File: config.mk
export PLATFORM = sky130hd
export DESIGN_NAME = user_io_evq_flat
export DESIGN_NICKNAME = d
export VERILOG_FILES = /design/src/rtl/user_io_evq_if.sv /design/src/rtl/user_io_evq.sv /design/src/flat_wrapper.sv
export SDC_FILE = /design/constraint.sdc
export NUM_CORES = 1
export LEC_CHECK = 0
export CORE_MARGIN = 1
export CORE_UTILIZATION = 30
export DETAILED_ROUTE_END_ITERATION = 16
export HOLD_SLACK_MARGIN = 0.1
export SKIP_LAST_GASP = 1
export SLEW_MARGIN = 20
export SYNTH_ARGS = -nofsm -noshare
export SYNTH_HDL_FRONTEND = slang
export SYNTH_SLANG_ARGS = --single-unit
File: constraint.sdc
create_clock -name clk -period 3.8 [get_ports clk]
set_clock_uncertainty 0.1 [all_clocks]
set_input_delay 0.38 -clock clk [delete_from_list [all_inputs] [get_ports clk]]
set_output_delay 0.38 -clock clk [all_outputs]
set_load 0.02 [all_outputs]
File: src/rtl/user_io_evq_if.sv
`default_nettype none
// ============================================================================
// user_io_evq_if : event FIFO handshake between user_io_evq and its consumers
// Revision 1.0
// ============================================================================

interface user_io_evq_if;
  logic       EVT_VALID;
  logic       EVT_READY;
  logic [1:0] EVT_TYPE;
  logic [7:0] EVT_DATA;
  logic       EVT_OVERFLOW;

  modport master (
    output EVT_VALID, EVT_TYPE, EVT_DATA, EVT_OVERFLOW,
    input  EVT_READY
  );

  modport slave (
    input  EVT_VALID, EVT_TYPE, EVT_DATA, EVT_OVERFLOW,
    output EVT_READY
  );
endinterface

`default_nettype wire

File: src/rtl/user_io_evq.sv
`default_nettype none
// ============================================================================
// user_io_evq : MiST user-IO SPI command receiver with joystick/button state
//               and a show-ahead mouse/keyboard/OSD event FIFO
// Revision 1.0
// ============================================================================

module user_io_evq #(
  parameter int NJOY        = 2,
  parameter int JOY_BYTES   = 1,
  parameter int FIFO_DEPTH  = 8,
  parameter int SYNC_STAGES = 2
) (
  input  logic                        clk,
  input  logic                        reset_n,
  input  logic                        SPI_CLK,
  input  logic                        SPI_SS_IO,
  input  logic                        SPI_MOSI,
  output logic                        SPI_MISO,
  input  logic [7:0]                  CORE_TYPE,
  output logic [NJOY*8*JOY_BYTES-1:0] JOY,
  output logic [1:0]                  BUTTONS,
  output logic [1:0]                  SWITCHES,
  output logic [3:0]                  CONF,
  output logic [2:0]                  MOUSE_BUTTONS,
  user_io_evq_if.master               evt
);

  localparam int              c_JW    = 8 * JOY_BYTES;
  localparam int              c_AW    = $clog2(FIFO_DEPTH);
  localparam int              c_CW    = c_AW + 1;
  localparam logic [2:0]      c_NJOY  = 3'(NJOY);
  localparam logic [4:0]      c_JB    = 5'(JOY_BYTES);
  localparam logic [c_CW-1:0] c_DEPTH = c_CW'(FIFO_DEPTH);
  localparam logic [7:0]      c_CMD_BUT    = 8'h01;
  localparam logic [7:0]      c_CMD_MOUSE  = 8'h04;
  localparam logic [7:0]      c_CMD_KEY    = 8'h05;
  localparam logic [7:0]      c_CMD_OSD    = 8'h06;
  localparam logic [7:0]      c_CMD_STATUS = 8'h07;

  logic [SYNC_STAGES-1:0] r_clk_s, r_ss_s, r_mosi_s;
  logic                   r_sclk_d, r_ss_d, r_armed, r_miso, r_ovf;
  logic [7:0]             r_bitcnt, r_cmd, r_but_sw;
  logic [6:0]             r_sr;
  logic [2:0]             r_mb;
  logic [c_JW-1:0]        r_stage, w_joy_new;
  logic [NJOY*c_JW-1:0]   r_joy;
  logic [9:0]             r_mem [FIFO_DEPTH];
  logic [c_AW-1:0]        r_wp, r_rp;
  logic [c_CW-1:0]        r_cnt;

  logic       w_sclk, w_ss, w_mosi, w_rise, w_fall, w_ss_rise, w_active;
  logic       w_shift, w_bdone, w_miso_bit, w_joy_hit, w_joy_ok;
  logic       w_push, w_pop, w_full, w_wr, w_ovf_set, w_ovf_clr, w_valid;
  logic [7:0] w_byte, w_status;
  logic [4:0] w_bidx;
  logic [1:0] w_joy_idx;
  logic [9:0] w_push_data;

  assign w_sclk    = r_clk_s[SYNC_STAGES-1];
  assign w_ss      = r_ss_s[SYNC_STAGES-1];
  assign w_mosi    = r_mosi_s[SYNC_STAGES-1];
  assign w_rise    = w_sclk & ~r_sclk_d;
  assign w_fall    = ~w_sclk & r_sclk_d;
  assign w_ss_rise = w_ss & ~r_ss_d;
  // A frame only counts once SS has been seen high since reset.
  assign w_active  = r_armed & ~w_ss;
  assign w_shift   = w_active & w_rise;
  assign w_byte    = {r_sr, w_mosi};
  assign w_bdone   = w_shift & (r_bitcnt[2:0] == 3'd7);
  assign w_bidx    = r_bitcnt[7:3];
  assign w_status  = {r_ovf, 2'b00, 5'(r_cnt)};

  always_comb begin
    w_miso_bit = 1'b0;
    if (r_bitcnt[7:3] == 5'd0)
      w_miso_bit = CORE_TYPE[3'd7 - r_bitcnt[2:0]];
    else if (r_bitcnt[7:3] == 5'd1 && r_cmd == c_CMD_STATUS)
      w_miso_bit = w_status[3'd7 - r_bitcnt[2:0]];
  end

  always_comb begin
    w_joy_hit   = 1'b1;
    w_joy_idx   = 2'd0;
    w_push      = 1'b0;
    w_push_data = 10'd0;
    case (r_cmd)
      8'h02:   w_joy_idx = 2'd0;
      8'h03:   w_joy_idx = 2'd1;
      8'h10:   w_joy_idx = 2'd2;
      8'h11:   w_joy_idx = 2'd3;
      default: w_joy_hit = 1'b0;
    endcase
    if (w_bdone) begin
      if (r_cmd == c_CMD_MOUSE && w_bidx == 5'd1) begin
        w_push = 1'b1; w_push_data = {2'd0, w_byte};
      end else if (r_cmd == c_CMD_MOUSE && w_bidx == 5'd2) begin
        w_push = 1'b1; w_push_data = {2'd1, w_byte};
      end else if (r_cmd == c_CMD_KEY && w_bidx == 5'd1) begin
        w_push = 1'b1; w_push_data = {2'd2, w_byte};
      end else if (r_cmd == c_CMD_OSD && w_bidx == 5'd1) begin
        w_push = 1'b1; w_push_data = {2'd3, w_byte};
      end
    end
  end

  assign w_joy_ok = w_joy_hit & ({1'b0, w_joy_idx} < c_NJOY);

  always_comb begin
    w_joy_new = r_stage;
    w_joy_new[c_JW-1 -: 8] = w_byte;
  end

  assign w_valid   = (r_cnt != '0);
  assign w_full    = (r_cnt == c_DEPTH);
  assign w_pop     = w_valid & evt.EVT_READY;
  // A pop in the same cycle frees the slot, so a full FIFO still accepts.
  assign w_wr      = w_push & (~w_full | w_pop);
  assign w_ovf_set = w_push & w_full & ~w_pop;
  assign w_ovf_clr = w_ss_rise & r_armed & (r_cmd == c_CMD_STATUS) & (r_bitcnt >= 8'd16);

  always_ff @(posedge clk or negedge reset_n) begin
    if (!reset_n) begin
      r_clk_s  <= '0;
      r_ss_s   <= '0;
      r_mosi_s <= '0;
      r_sclk_d <= 1'b0;
      r_ss_d   <= 1'b0;
      r_armed  <= 1'b0;
      r_bitcnt <= 8'd0;
      r_sr     <= 7'd0;
      r_cmd    <= 8'd0;
      r_but_sw <= 8'd0;
      r_mb     <= 3'd0;
      r_miso   <= 1'b0;
      r_ovf    <= 1'b0;
    end else begin
      r_clk_s  <= {r_clk_s[SYNC_STAGES-2:0], SPI_CLK};
      r_ss_s   <= {r_ss_s[SYNC_STAGES-2:0], SPI_SS_IO};
      r_mosi_s <= {r_mosi_s[SYNC_STAGES-2:0], SPI_MOSI};
      r_sclk_d <= w_sclk;
      r_ss_d   <= w_ss;
      if (w_ss)
        r_armed <= 1'b1;
      if (w_ss)
        r_bitcnt <= 8'd0;
      else if (w_shift && r_bitcnt != 8'hFF)
        r_bitcnt <= r_bitcnt + 8'd1;
      if (w_shift)
        r_sr <= w_byte[6:0];
      if (w_bdone && w_bidx == 5'd0)
        r_cmd <= w_byte;
      if (w_bdone && w_bidx == 5'd1 && r_cmd == c_CMD_BUT)
        r_but_sw <= w_byte;
      if (w_bdone && w_bidx == 5'd3 && r_cmd == c_CMD_MOUSE)
        r_mb <= w_byte[2:0];
      if (w_active && w_fall)
        r_miso <= w_miso_bit;
      if (w_ovf_set)
        r_ovf <= 1'b1;
      else if (w_ovf_clr)
        r_ovf <= 1'b0;
    end
  end

  // Joystick bytes are staged and only committed when the last one lands.
  always_ff @(posedge clk or negedge reset_n) begin
    if (!reset_n) begin
      r_stage <= '0;
      r_joy   <= '0;
    end else if (w_bdone && w_joy_ok && w_bidx != 5'd0 && w_bidx <= c_JB) begin
      for (int j = 0; j < JOY_BYTES; j++)
        if (w_bidx == 5'(j + 1))
          r_stage[8*j +: 8] <= w_byte;
      if (w_bidx == c_JB)
        for (int n = 0; n < NJOY; n++)
          if (w_joy_idx == 2'(n))
            r_joy[n*c_JW +: c_JW] <= w_joy_new;
    end
  end

  always_ff @(posedge clk or negedge reset_n) begin
    if (!reset_n) begin
      r_wp  <= '0;
      r_rp  <= '0;
      r_cnt <= '0;
    end else begin
      if (w_wr)
        r_wp <= r_wp + c_AW'(1);
      if (w_pop)
        r_rp <= r_rp + c_AW'(1);
      if (w_wr && !w_pop)
        r_cnt <= r_cnt + c_CW'(1);
      else if (!w_wr && w_pop)
        r_cnt <= r_cnt - c_CW'(1);
    end
  end

  always_ff @(posedge clk) begin
    if (w_wr)
      r_mem[r_wp] <= w_push_data;
  end

  assign SPI_MISO         = r_miso;
  assign JOY              = r_joy;
  assign BUTTONS          = r_but_sw[1:0];
  assign SWITCHES         = r_but_sw[3:2];
  assign CONF             = r_but_sw[7:4];
  assign MOUSE_BUTTONS    = r_mb;
  assign evt.EVT_VALID    = w_valid;
  assign evt.EVT_TYPE     = w_valid ? r_mem[r_rp][9:8] : 2'd0;
  assign evt.EVT_DATA     = w_valid ? r_mem[r_rp][7:0] : 8'd0;
  assign evt.EVT_OVERFLOW = r_ovf;

endmodule

`default_nettype wire

File: src/flat_wrapper.sv
// flat-port wrapper written by rule: the top's interface ports become plain ports
module user_io_evq_flat 
#(
  parameter int NJOY        = 2,
  parameter int JOY_BYTES   = 1,
  parameter int FIFO_DEPTH  = 8,
  parameter int SYNC_STAGES = 2
)
  (clk, reset_n, SPI_CLK, SPI_SS_IO, SPI_MOSI, SPI_MISO, CORE_TYPE, JOY, BUTTONS, SWITCHES, CONF, MOUSE_BUTTONS, evt_EVT_VALID, evt_EVT_TYPE, evt_EVT_DATA, evt_EVT_OVERFLOW, evt_EVT_READY);
  user_io_evq_if evt_i ();
  input  logic clk;
  input  logic reset_n;
  input  logic SPI_CLK;
  input  logic SPI_SS_IO;
  input  logic SPI_MOSI;
  output logic SPI_MISO;
  input  logic [7:0] CORE_TYPE;
  output logic [NJOY*8*JOY_BYTES-1:0] JOY;
  output logic [1:0] BUTTONS;
  output logic [1:0] SWITCHES;
  output logic [3:0] CONF;
  output logic [2:0] MOUSE_BUTTONS;
  output wire logic [$bits(evt_i.EVT_VALID)-1:0] evt_EVT_VALID;
  output wire logic [$bits(evt_i.EVT_TYPE)-1:0] evt_EVT_TYPE;
  output wire logic [$bits(evt_i.EVT_DATA)-1:0] evt_EVT_DATA;
  output wire logic [$bits(evt_i.EVT_OVERFLOW)-1:0] evt_EVT_OVERFLOW;
  input wire logic [$bits(evt_i.EVT_READY)-1:0] evt_EVT_READY;
  assign evt_EVT_VALID = evt_i.EVT_VALID;
  assign evt_EVT_TYPE = evt_i.EVT_TYPE;
  assign evt_EVT_DATA = evt_i.EVT_DATA;
  assign evt_EVT_OVERFLOW = evt_i.EVT_OVERFLOW;
  assign evt_i.EVT_READY = evt_EVT_READY;
  user_io_evq #(.NJOY(NJOY), .JOY_BYTES(JOY_BYTES), .FIFO_DEPTH(FIFO_DEPTH), .SYNC_STAGES(SYNC_STAGES)) u_core (.clk(clk), .reset_n(reset_n), .SPI_CLK(SPI_CLK), .SPI_SS_IO(SPI_SS_IO), .SPI_MOSI(SPI_MOSI), .SPI_MISO(SPI_MISO), .CORE_TYPE(CORE_TYPE), .JOY(JOY), .BUTTONS(BUTTONS), .SWITCHES(SWITCHES), .CONF(CONF), .MOUSE_BUTTONS(MOUSE_BUTTONS), .evt(evt_i));
endmodule
# [Word level (Yosys, flattened, before mapping)]
# Memory sizes are Yosys's and may differ from the RTL's.
# Cells that the tools add are included.
[totals] mem_count=1 output_inout_bits=40 register_bits=71 ramBits=80
[classes] n_reduce_logical=29 n_eq_ne=16 bitwise_logic=21 n_addsub=6 mux=28 n_lt_le_gt_ge=4
[mem_list] name="u_core.r_mem" words=8 word_bits=10 rd=1 rd_ports_with_merged_regs=0 wr=1 line_no="user_io_evq.sv:48" rtl="logic [9:0] r_mem [FIFO_DEPTH];"
[ops] op="2-to-1 mux 10 bit" n=5
[ops] op="== test 8 x 3 -> 1 bit (second input constant)" n=4
[ops] op="2-to-1 mux 8 bit" n=3
[ops] op="logical AND 1 bit" n=17
[ops] op="== test 8 x 2 -> 1 bit (second input constant)" n=2
[ops] op="== test 8 x 5 -> 1 bit (second input constant)" n=2
[ops] op="AND 1 bit" n=14
[ops] op="2-to-1 mux 1 bit" n=14
[ops] op="== test 5 x 2 -> 1 bit (second input constant)" n=2
[ops] op="adder 8 x 1 -> 8 bit (second input constant)" n=1
[ops] op="== test 8 x 1 -> 1 bit (second input constant)" n=1
[ops] op=">= comparator 8 x 5 -> 1 bit (second input constant)" n=1
[ops] op="2-to-1 mux 4 bit" n=2
[ops] op="!= test 8 bit (second input constant)" n=1
[ops] op="adder 3 x 1 -> 3 bit (second input constant)" n=2
[ops] op="binary-select mux 1 bit (select 3 bit)" n=2
[ops] op="NOT 1 bit" n=6
[ops] op="one-hot mux 2 bit (3 select lines)" n=1
[ops] op="AND reduction 3 bit" n=2
[ops] op="nonzero test 2 bit" n=3
[ops] op="== test 5 x 1 -> 1 bit (second input constant)" n=1
[ops] op="less-or-equal comparator 5 x 1 -> 1 bit (second input constant)" n=1
[ops] op="zero test 5 bit" n=1
[ops] op="nonzero test 5 bit" n=1
[ops] op="14 further kinds" n=15

# [Depth between registers and ports, before layout]
# Gate-level depths: netlist of run 1.
[depth] depth_word=12 mapped_depth=14 mapped_depth_nobuf=13

# [Worst setup path after synthesis of run 1]
# No wires, ideal clock.
[synth_timing] path_kind="reg2reg" startpoint="reg u_core.r_bitcnt[1]" endpoint="reg u_core.r_cnt[3]" setup_slack_ps=956 setup_ps=80 arrival_time_ps=2664 path_stages_with_launch=15 required_ps=3620 cell_sequence="dfrtp_1 -> ha_1 -> ha_1 -> nand2_1 -> and4b_1 -> clkbuf_1 -> nand2_1 -> a21oi_1 -> ha_1 -> inv_1 -> ha_1 -> a21o_1 -> a21oi_1 -> mux2i_1 -> xnor2_1"
[synth_via] elab_chain_len=7 elab_cells_between_ends=9
[synth_rtl] element="start, declared" line_no="user_io_evq.sv:43" rtl="logic [7:0] r_bitcnt, r_cmd, r_but_sw;"
[synth_rtl] element="start signal, assigned" line_no="user_io_evq.sv:148" rtl="r_bitcnt <= r_bitcnt + 8'd1;"
[synth_rtl] element="== test 3 bit *" line_no="user_io_evq.sv:70" rtl="assign w_bdone = w_shift & (r_bitcnt[2:0] == 3'd7);"
[synth_rtl] element="AND 1 bit *" line_no="user_io_evq.sv:70"
[synth_rtl] element="2-to-1 mux 1 bit *" line_no="user_io_evq.sv:94" rtl="if (w_bdone) begin"
[synth_rtl] element="AND 1 bit *" line_no="user_io_evq.sv:118" rtl="assign w_wr = w_push & (~w_full | w_pop);"
[synth_rtl] element="net u_core.w_wr" line_no="user_io_evq.sv:54" rtl="logic w_push, w_pop, w_full, w_wr, w_ovf_set, w_ovf_clr, w_valid;"
[synth_rtl] element="zero test 1 bit" line_no="user_io_evq.sv:194" rtl="else if (!w_wr && w_pop)"
[synth_rtl] element="logical AND 1 bit" line_no="user_io_evq.sv:194"
[synth_rtl] element="nonzero test 2 bit (no source line)"
[synth_rtl] element="end signal, assigned" line_no="user_io_evq.sv:193" rtl="r_cnt <= r_cnt + c_CW'(1);"
[synth_rtl] element="end signal, assigned" line_no="user_io_evq.sv:195" rtl="r_cnt <= r_cnt - c_CW'(1);"
[synth_rtl] element="end, declared" line_no="user_io_evq.sv:50" rtl="logic [c_CW-1:0] r_cnt;"
# Mark *: on every way through the listed nets, which the timed path passes. The rest lies on a longest branch.
# A chain may end at the register's enable or synchronous reset.

# [Worst setup path after layout of run 1]
[layout_timing] startpoint="reg u_core.r_bitcnt[0]" endpoint="reg u_core.r_cnt[3]"
# Same word-level chain as after synthesis.

==> impl_metrics.toml, run 1 <==
[clock_tree]
cts_resized = 0
cts_root_buf = "clkbuf_16"
clkSinkCount = 151
cts_made_buffers = 17
cts_max_path_buffers = 2
cts_tree = "done"
clkTransAtPathRegs_ns = 0.06
clock_latency_ns = 0.42
post_cts_buffers = 0
htreeDepth = 4

[detailed_routing]
drt_pre_antenna_iters = 4
num_vias = 3533
routed_via_density = 4.76
antenna_left = 0
wl_per_cell_um = 17.1
dr.first_iter.drc_count = 165
drc = 0
wl_mm = 12.7

[global_routing]
grt_max_degree = 72
grt_pass1_vias = 3688
grt_usage_pct = 12.7
overflow = 0
antenna_found_initial = 0
grt_pass1_wl_mm = 20.4

[synth]
yosysSeqAreaShare_pct = 65.5
synth_mux_area_share_pct = 18.7
synthSimpleGateAreaFrac_pct = 8.35
synth_area_mm2 = 0.00638
yosysWarningCount = 0
yosysUniqueCellTypes = 53
synth_fa_ha_area_share_pct = 1.69
synth_compound_area_share_pct = 2.98
syn_inst = 390
synth_seq_cells = 151
syn_nets = 412
ys_async_sr_fraction_pct = 47.0
synth_top_family_by_area = "multiplexers"
synthXorXnorAreaFrac_pct = 1.37
synth_edf_count = 80
synth_flop_cell = "edfxtp_1"
synth.avg_cell_area_um2 = 16.4

[placed_design]
place_congestion = 0.779
placement.io_buffers = 53
dp_hpwl_mm = 8.37

[power]
p_sw_mw = 0.748
p_leak_nw = 3.19
pwr-share-clk_pct = 46.2
power.density_mw_per_mm2 = 450
p_sw_share_pct = 21.1
power_frac_comb_pct = 2.3
vdd_drop_max_mv = 0.356
p_int_mw = 2.79
seq_power_share_pct = 51.5

[sta]
final-hold-violation-count = 0
worst_slew_pin_slew_ns = 0.893
min_period_over_period_pct = 84.6
fmax_ghz = 0.311
rsz0062_at_grt = "no"
layout_min_cycle_time_ns = 3.21
drv_slew = 0
setup-violations-final = 0
finalSetupTns_ns = 0
relSlewSlack_pct = 40.5

[layout]
drive_gt1_share_pct = 25.8
diodes = 0
area_delta_synth_final_pct = 23.2
fillers = 1939
fin_nets = 481
fin_util_pct = 38.2

[job]
max-cap-violations = 0

[die]
core_area_mm2 = 0.0206
start_util_pct = 31.0
dieArea_mm2 = 0.0219
dieWidth_um = 148
die_y_um = 148
fp-row-count = 52
io_pins = 54

[critical_path]
end_kind = "register"
critPathRequiredTime_ns = 4.04
critPathMaxFanout = 9
cp.arrival_ns = 3.45
worst-setup-path-type = "register to register"
critPathLaunchType = "register"

[outcome]
status = "completed"

[hold_path]
holdCritPathClass = "register to register"
[flip-flops by register name, summed over array words and instances, names as in the netlist, 3 cells and up]
name                  count
u_core.r_mem             80
u_core.JOY               16
u_core.r_bitcnt           8
u_core.r_but_sw           8
u_core.r_cmd              8
u_core.r_sr               7
u_core.r_cnt              4
u_core.MOUSE_BUTTONS      3
u_core.r_rp               3
u_core.r_wp               3
[logic make-up (layout without fill, tap and decap cells)]
| family | after synthesis | count (layout) |
|---|---|---|
| and+or+nand+nor | 90 | 90 |
| buffers and inverters | 20 | 102 |
| adders and majority gates | 8 | 8 |
| xor gates and xnor gates | 10 | 10 |
| AOI/OAI and AO/OA | 28 | 28 |
| DFF | 151 | 151 |
| muxes | 83 | 83 |
[worst max-delay path, stage by stage, from the launching register on]
cell     delay (ns)
dfrtp_1        0.54
ha_1           0.25
ha_1           0.25
nand2_1        0.07
and4b_1        0.39
nand2_1        0.08
a21oi_1        0.14
ha_1           0.19
inv_1          0.10
ha_1           0.28
a21o_1         0.18
a21oi_1        0.18
mux2i_1        0.24
xnor2_1        0.14
[power by group through the flow]
| stage | logic [mW] | registers, mW | clock network, mW |
|---|---|---|---|
| finish | 0.0830 | 1.82 | 1.63 |
| global route | 0.0914 | 1.84 | 1.75 |
| CTS | 0.0852 | 1.83 | 1.67 |
| detailed placement | 0.0846 | 1.86 | 0 |
| global placement | 0.0826 | 1.86 | 0 |
| floorplan | 0.0471 | 1.82 | 0 |
[layout by cell type, fill, tap and decap left out, types with 2 or more instances in the layout]
master / n
nor3_1: 3
nand2b_1: 2
dfrtp_1: 71
clkbuf_8: 3
nor2b_1: 5
inv_6: 4
nand3b_1: 3
edfxtp_1: 80
mux2_2: 40
clkinv_2: 2
clkbuf_16: 18
o31ai_1: 4
o2111ai_1: 3
o21ai_0: 6
clkdlybuf4s50_1: 52
clkbuf_1: 2
nand3_1: 6
xor2_1: 3
or4_1: 3
nor3_2: 2
nor4_2: 2
mux2_4: 8
ha_1: 7
and2_1: 10
nand2_1: 12
o211a_1: 2
mux2i_1: 13
inv_1: 4
a21oi_1: 5
nor2_1: 25
xnor2_1: 7
mux4_2: 22
buf_4: 12
nand4_1: 3
[per-stage QoR]
| stage | instance area, um^2 | worst slack, ns | std cells | total power, mW | hold WS [ns] |
|---|---|---|---|---|---|
| 2_1_floorplan | 6380 | 0.956 | 390 | 1.86 | -0.0156 |
| 3_3_place_gp | 7270 | 0.712 | 709 | 1.94 | 0.232 |
| 3_5_place_dp | 7270 | 0.599 | 709 | 1.95 | 0.239 |
| 4_1_cts | 7860 | 0.570 | 742 | 3.59 | 0.252 |
| 5_1_grt | 7860 | 0.344 | 742 | 3.68 | 0.262 |
| 6_report | 7860 | 0.586 | 742 | 3.54 | 0.252 |
[layout make-up]
type                       instances  area [um^2]  share of cell area (%)
multi-input combinational        219         2120                    27.0
sequential                       151         4180                    53.1
clock buffer                      23          499                    6.35
inverter                           4         15.0                   0.191
clock inverter                     9         86.3                    1.10
timing repair buffer              66          626                    7.96
tap                              270          338                    4.30
[cells in the mapped netlist, types with 2 or more instances]
| master | instances | area, um^2 |
|---|---|---|
| nor4_1 | 2 | 12.5 |
| nor2_1 | 25 | 93.8 |
| nand2b_1 | 2 | 12.5 |
| o211a_1 | 2 | 20.0 |
| nand2_1 | 12 | 45.0 |
| buf_2 | 4 | 20.0 |
| or4_1 | 3 | 22.5 |
| xor2_1 | 3 | 26.3 |
| nor3_1 | 3 | 15.0 |
| inv_1 | 4 | 15.0 |
| nor3_2 | 2 | 20.0 |
| o21ai_0 | 7 | 35.0 |
| ha_1 | 7 | 87.6 |
| mux2_2 | 40 | 450 |
| mux4_2 | 22 | 495 |
| mux2_4 | 8 | 120 |
| nor2b_1 | 5 | 31.3 |
| mux2i_1 | 13 | 130 |
| dfrtp_1 | 71 | 1780 |
| clkbuf_1 | 10 | 37.5 |
| o2111ai_1 | 3 | 26.3 |
| nand3_1 | 6 | 30.0 |
| edfxtp_1 | 80 | 2400 |
| and2_1 | 10 | 62.6 |
| nand3b_1 | 3 | 22.5 |
| xnor2_1 | 7 | 61.3 |
| nand4_1 | 3 | 18.8 |
| a21oi_1 | 5 | 25.0 |
| o31ai_1 | 4 | 30.0 |
[per-layer routing]
layer	wire, um	track usage (%)
met1	5680	15.3
met2	6390	21.2
met3	461	4.32
met4	165	4.33
met5	0	0
[path summary, 6_finish.rpt]
check / startpoint / end / slack (ns) / cells after the start
hold / removal: u_core.r_ss_s[0]$_DFF_PN0_ / u_core.r_ss_s[1]$_DFF_PN0_ / 0.25 / 0
hold reg to reg: u_core.r_ss_s[0]$_DFF_PN0_ / u_core.r_ss_s[1]$_DFF_PN0_ / 0.25 / 0
min in group asynchronous: reset_n / u_core.r_but_sw[3]$_DFFE_PN0P_ / 0.59 / 3
setup / recovery: u_core.r_bitcnt[0]$_DFFE_PN0P_ / u_core.r_cnt[3]$_DFFE_PN0P_ / 0.59 / 13
max in group asynchronous: reset_n / u_core.r_bitcnt[2]$_DFFE_PN0P_ / 2.43 / 3
setup reg to reg: u_core.r_bitcnt[0]$_DFFE_PN0P_ / u_core.r_cnt[3]$_DFFE_PN0P_ / 0.59 / 13
[repair_timing]
| action | in CTS | in global routing |
|---|---|---|
| endpoints found under the setup margin | 0 | 0 |
| hold endpoints to repair | 14 | 0 |
| hold buffers | 1 | 0 |
No activity file was read; power rests on OpenSTA's default activity.
==> inputs of run 2 (changes only) <==
==> constraint.sdc (replaced) <==
create_clock -name clk -period 2.7 [get_ports clk]
set_clock_uncertainty 0.1 [all_clocks]
set_input_delay 0.27 -clock clk [delete_from_list [all_inputs] [get_ports clk]]
set_output_delay 0.27 -clock clk [all_outputs]
set_load 0.02 [all_outputs]
==> run 2 against run 1 <==
  * Sequential power grew 41%
  * Total power up 41%
  * First-iteration DRC count fell by 3.6%
  * Design area increased by 4.0%
  * Flip-flop and latch count unchanged
  * Final cell count grew 4.3%
  * Worst hold slack worse by 0.058 ns
  * Utilization grew 1.5 points
  * Via count up 2.8%
  * Count of clock-buffer cells in the layout shrank 3
  * Global-route usage is 0.37 points higher
  * Die area stayed put
==> impl_metrics.toml, run 2 (synthesized netlist as in run 1, its figures left out) <==
[outcome]
status = "completed"

[sta]
setup-violations-final = 0
min_period_over_period_pct = 96.2
fmax_ghz = 0.385
worst_slew_pin_slew_ns = 0.904
finalSetupTns_ns = 0
final-hold-violation-count = 0
layout_min_cycle_time_ns = 2.60
relSlewSlack_pct = 39.8
drv_slew = 0
rsz0062_at_grt = "no"
whs_ns = 0.194

[detailed_routing]
num_vias = 3633
drc = 0
routed_via_density = 4.69
wl_mm = 13.0
drt_pre_antenna_iters = 4
wl_per_cell_um = 16.8
antenna_left = 0
dr.first_iter.drc_count = 159

[global_routing]
grt_usage_pct = 13.1
antenna_found_initial = 0
grt_pass1_wl_mm = 21.5
grt_pass1_vias = 3885
overflow = 0
grt_max_degree = 72

[critical_path]
worstReg2RegStart = "u_core.r_bitcnt[0]$_DFFE_PN0P_"
critPathMaxFanout = 8
worst-setup-path-type = "register to output pin"
r2r_cells = 13
end_kind = "output pin"
critPathLaunchType = "register"
cp.arrival_ns = 2.23
ff2ff_setup_slack_ns = 0.14
critPathRequiredTime_ns = 2.33
r2r_end = "u_core.r_cnt[3]$_DFFE_PN0P_"

[placed_design]
placedCellCount = 740
placement.io_buffers = 53
place_congestion = 0.759
dp_hpwl_mm = 9.12
dpl-instance-area_mm2 = 0.00755

[die]
die_y_um = 148
dieArea_mm2 = 0.0219
io_pins = 54
core_area_mm2 = 0.0206
start_util_pct = 31.0
fp-row-count = 52
dieWidth_um = 148

[layout]
instances_no_fill = 774
drive_gt1_share_pct = 31.5
area_delta_synth_final_pct = 28.1
diodes = 0
fillers = 1946
mostFrequentLayoutCells = "edfxtp_1 (80), dfrtp_1 (71), clkdlybuf4s50_1 (43), buf_4 (41), mux2_2 (40)"
design_area_mm2 = 0.00818
final_common_cell = "edfxtp_1"
largest_reg_flops = 80
top_register = "u_core.r_mem"
fin_nets = 513

[clock_tree]
cts_root_buf = "clkbuf_16"
cts_max_path_buffers = 2
clock_latency_ns = 0.41
clkSinkCount = 151
htreeDepth = 4
cts_made_buffers = 17
cts_tree = "done"
clkTransAtPathRegs_ns = 0.06

[power]
power.density_mw_per_mm2 = 610
vdd_drop_max_mv = 0.525
p_leak_nw = 3.45

[job]
max-cap-violations = 0

[hold_path]
holdCritPathClass = "primary input to register"
whs_path_depth = 1
min-delay-start = "SPI_CLK"
min_to = "u_core.r_clk_s[0]$_DFF_PN0_"
## run 2: cell count changes in the layout (fill, tap and decap cells not counted), moves of 3 or more
cell | before | now
buf_4 | 12 | 41
inv_6 | 4 | 0
dlygate4sd2_1 | 0 | 5
clkdlybuf4s50_1 | 52 | 43
ha_4 | 0 | 3
clkbuf_8 | 3 | 0
clkinv_2 | 2 | 5
dlymetal6s2s_1 | 0 | 4
ha_1 | 7 | 3
## run 2: per-layer routing
metal	GRT usage [%]	up-vias	wire [um]	part of all wire, %
li1	-	1698	-	-
met1	16.4	1874	5900	45
met5	0	-	0	0
met3	3.30	10	319	2.4
met2	22.2	51	6710	51
met4	3.71	0	99	0.76
## run 2: critical path: stages (launching register included)
cell and delay [ns]:
dfrtp_1 0.40, buf_6 0.18, mux4_2 0.51, mux2i_1 0.14
nor2_1 0.06, clkdlybuf4s50_1 0.53
## run 2: cell type report
| cell class | instances | area [um^2] | area share, % |
|---|---|---|---|
| clock buffers | 20 | 437 | 5.34 |
| clock inverters | 12 | 134 | 1.64 |
| well taps | 270 | 338 | 4.13 |
| multi-input cells | 219 | 2170 | 26.6 |
| flip-flops and latches | 151 | 4180 | 51.1 |
| repair buffers | 98 | 898 | 11.0 |
| inverters | 4 | 15.0 | 0.184 |
## run 2: worst max path at each step
stage,from,endpoint,depth (start not counted)
floorplan,u_core.r_bitcnt[1]$_DFFE_PN0P_,u_core.r_cnt[3]$_DFFE_PN0P_,14
global placement,u_core.r_bitcnt[1]$_DFFE_PN0P_,u_core.r_cnt[3]$_DFFE_PN0P_,13
detailed placement,u_core.r_bitcnt[0]$_DFFE_PN0P_,u_core.r_cnt[3]$_DFFE_PN0P_,13
CTS,u_core.r_bitcnt[0]$_DFFE_PN0P_,u_core.r_cnt[3]$_DFFE_PN0P_,13
global route,u_core.r_rp[0]$_DFFE_PN0N_,evt_EVT_DATA[7],5
finish,u_core.r_rp[0]$_DFFE_PN0N_,evt_EVT_DATA[7],5
## run 2: per-stage QoR
stage | total power [mW] | setup WS, ns | util [%]
after floorplan | 2.62 | 0.00173 | -
after global routing | 5.17 | 0.00226 | 39.8
after detailed placement | 2.74 | -0.0138 | 36.7
after CTS | 5.05 | 0.0138 | 39.5
after global placement | 2.73 | 0.0907 | 36.7
final | 4.98 | 0.102 | 39.8
## run 2: timing repair
action | CTS | global route
gates resized for setup | 6 | 8
endpoints found under the hold margin | 71 | 0
hold buffers | 1 | 0
endpoints found under the setup margin | 6 | 6
pin swaps | 0 | 4
setup buffers | 0 | 1
gates cloned | 0 | 0
## run 2: where the power goes
group	leakage (nW)	switching [mW]	internal, mW
Sequential	1.88	0.106	2.46
Combinational	1.29	0.0515	0.0737
Clock	0.280	0.860	1.43
Total	3.45	1.02	3.97
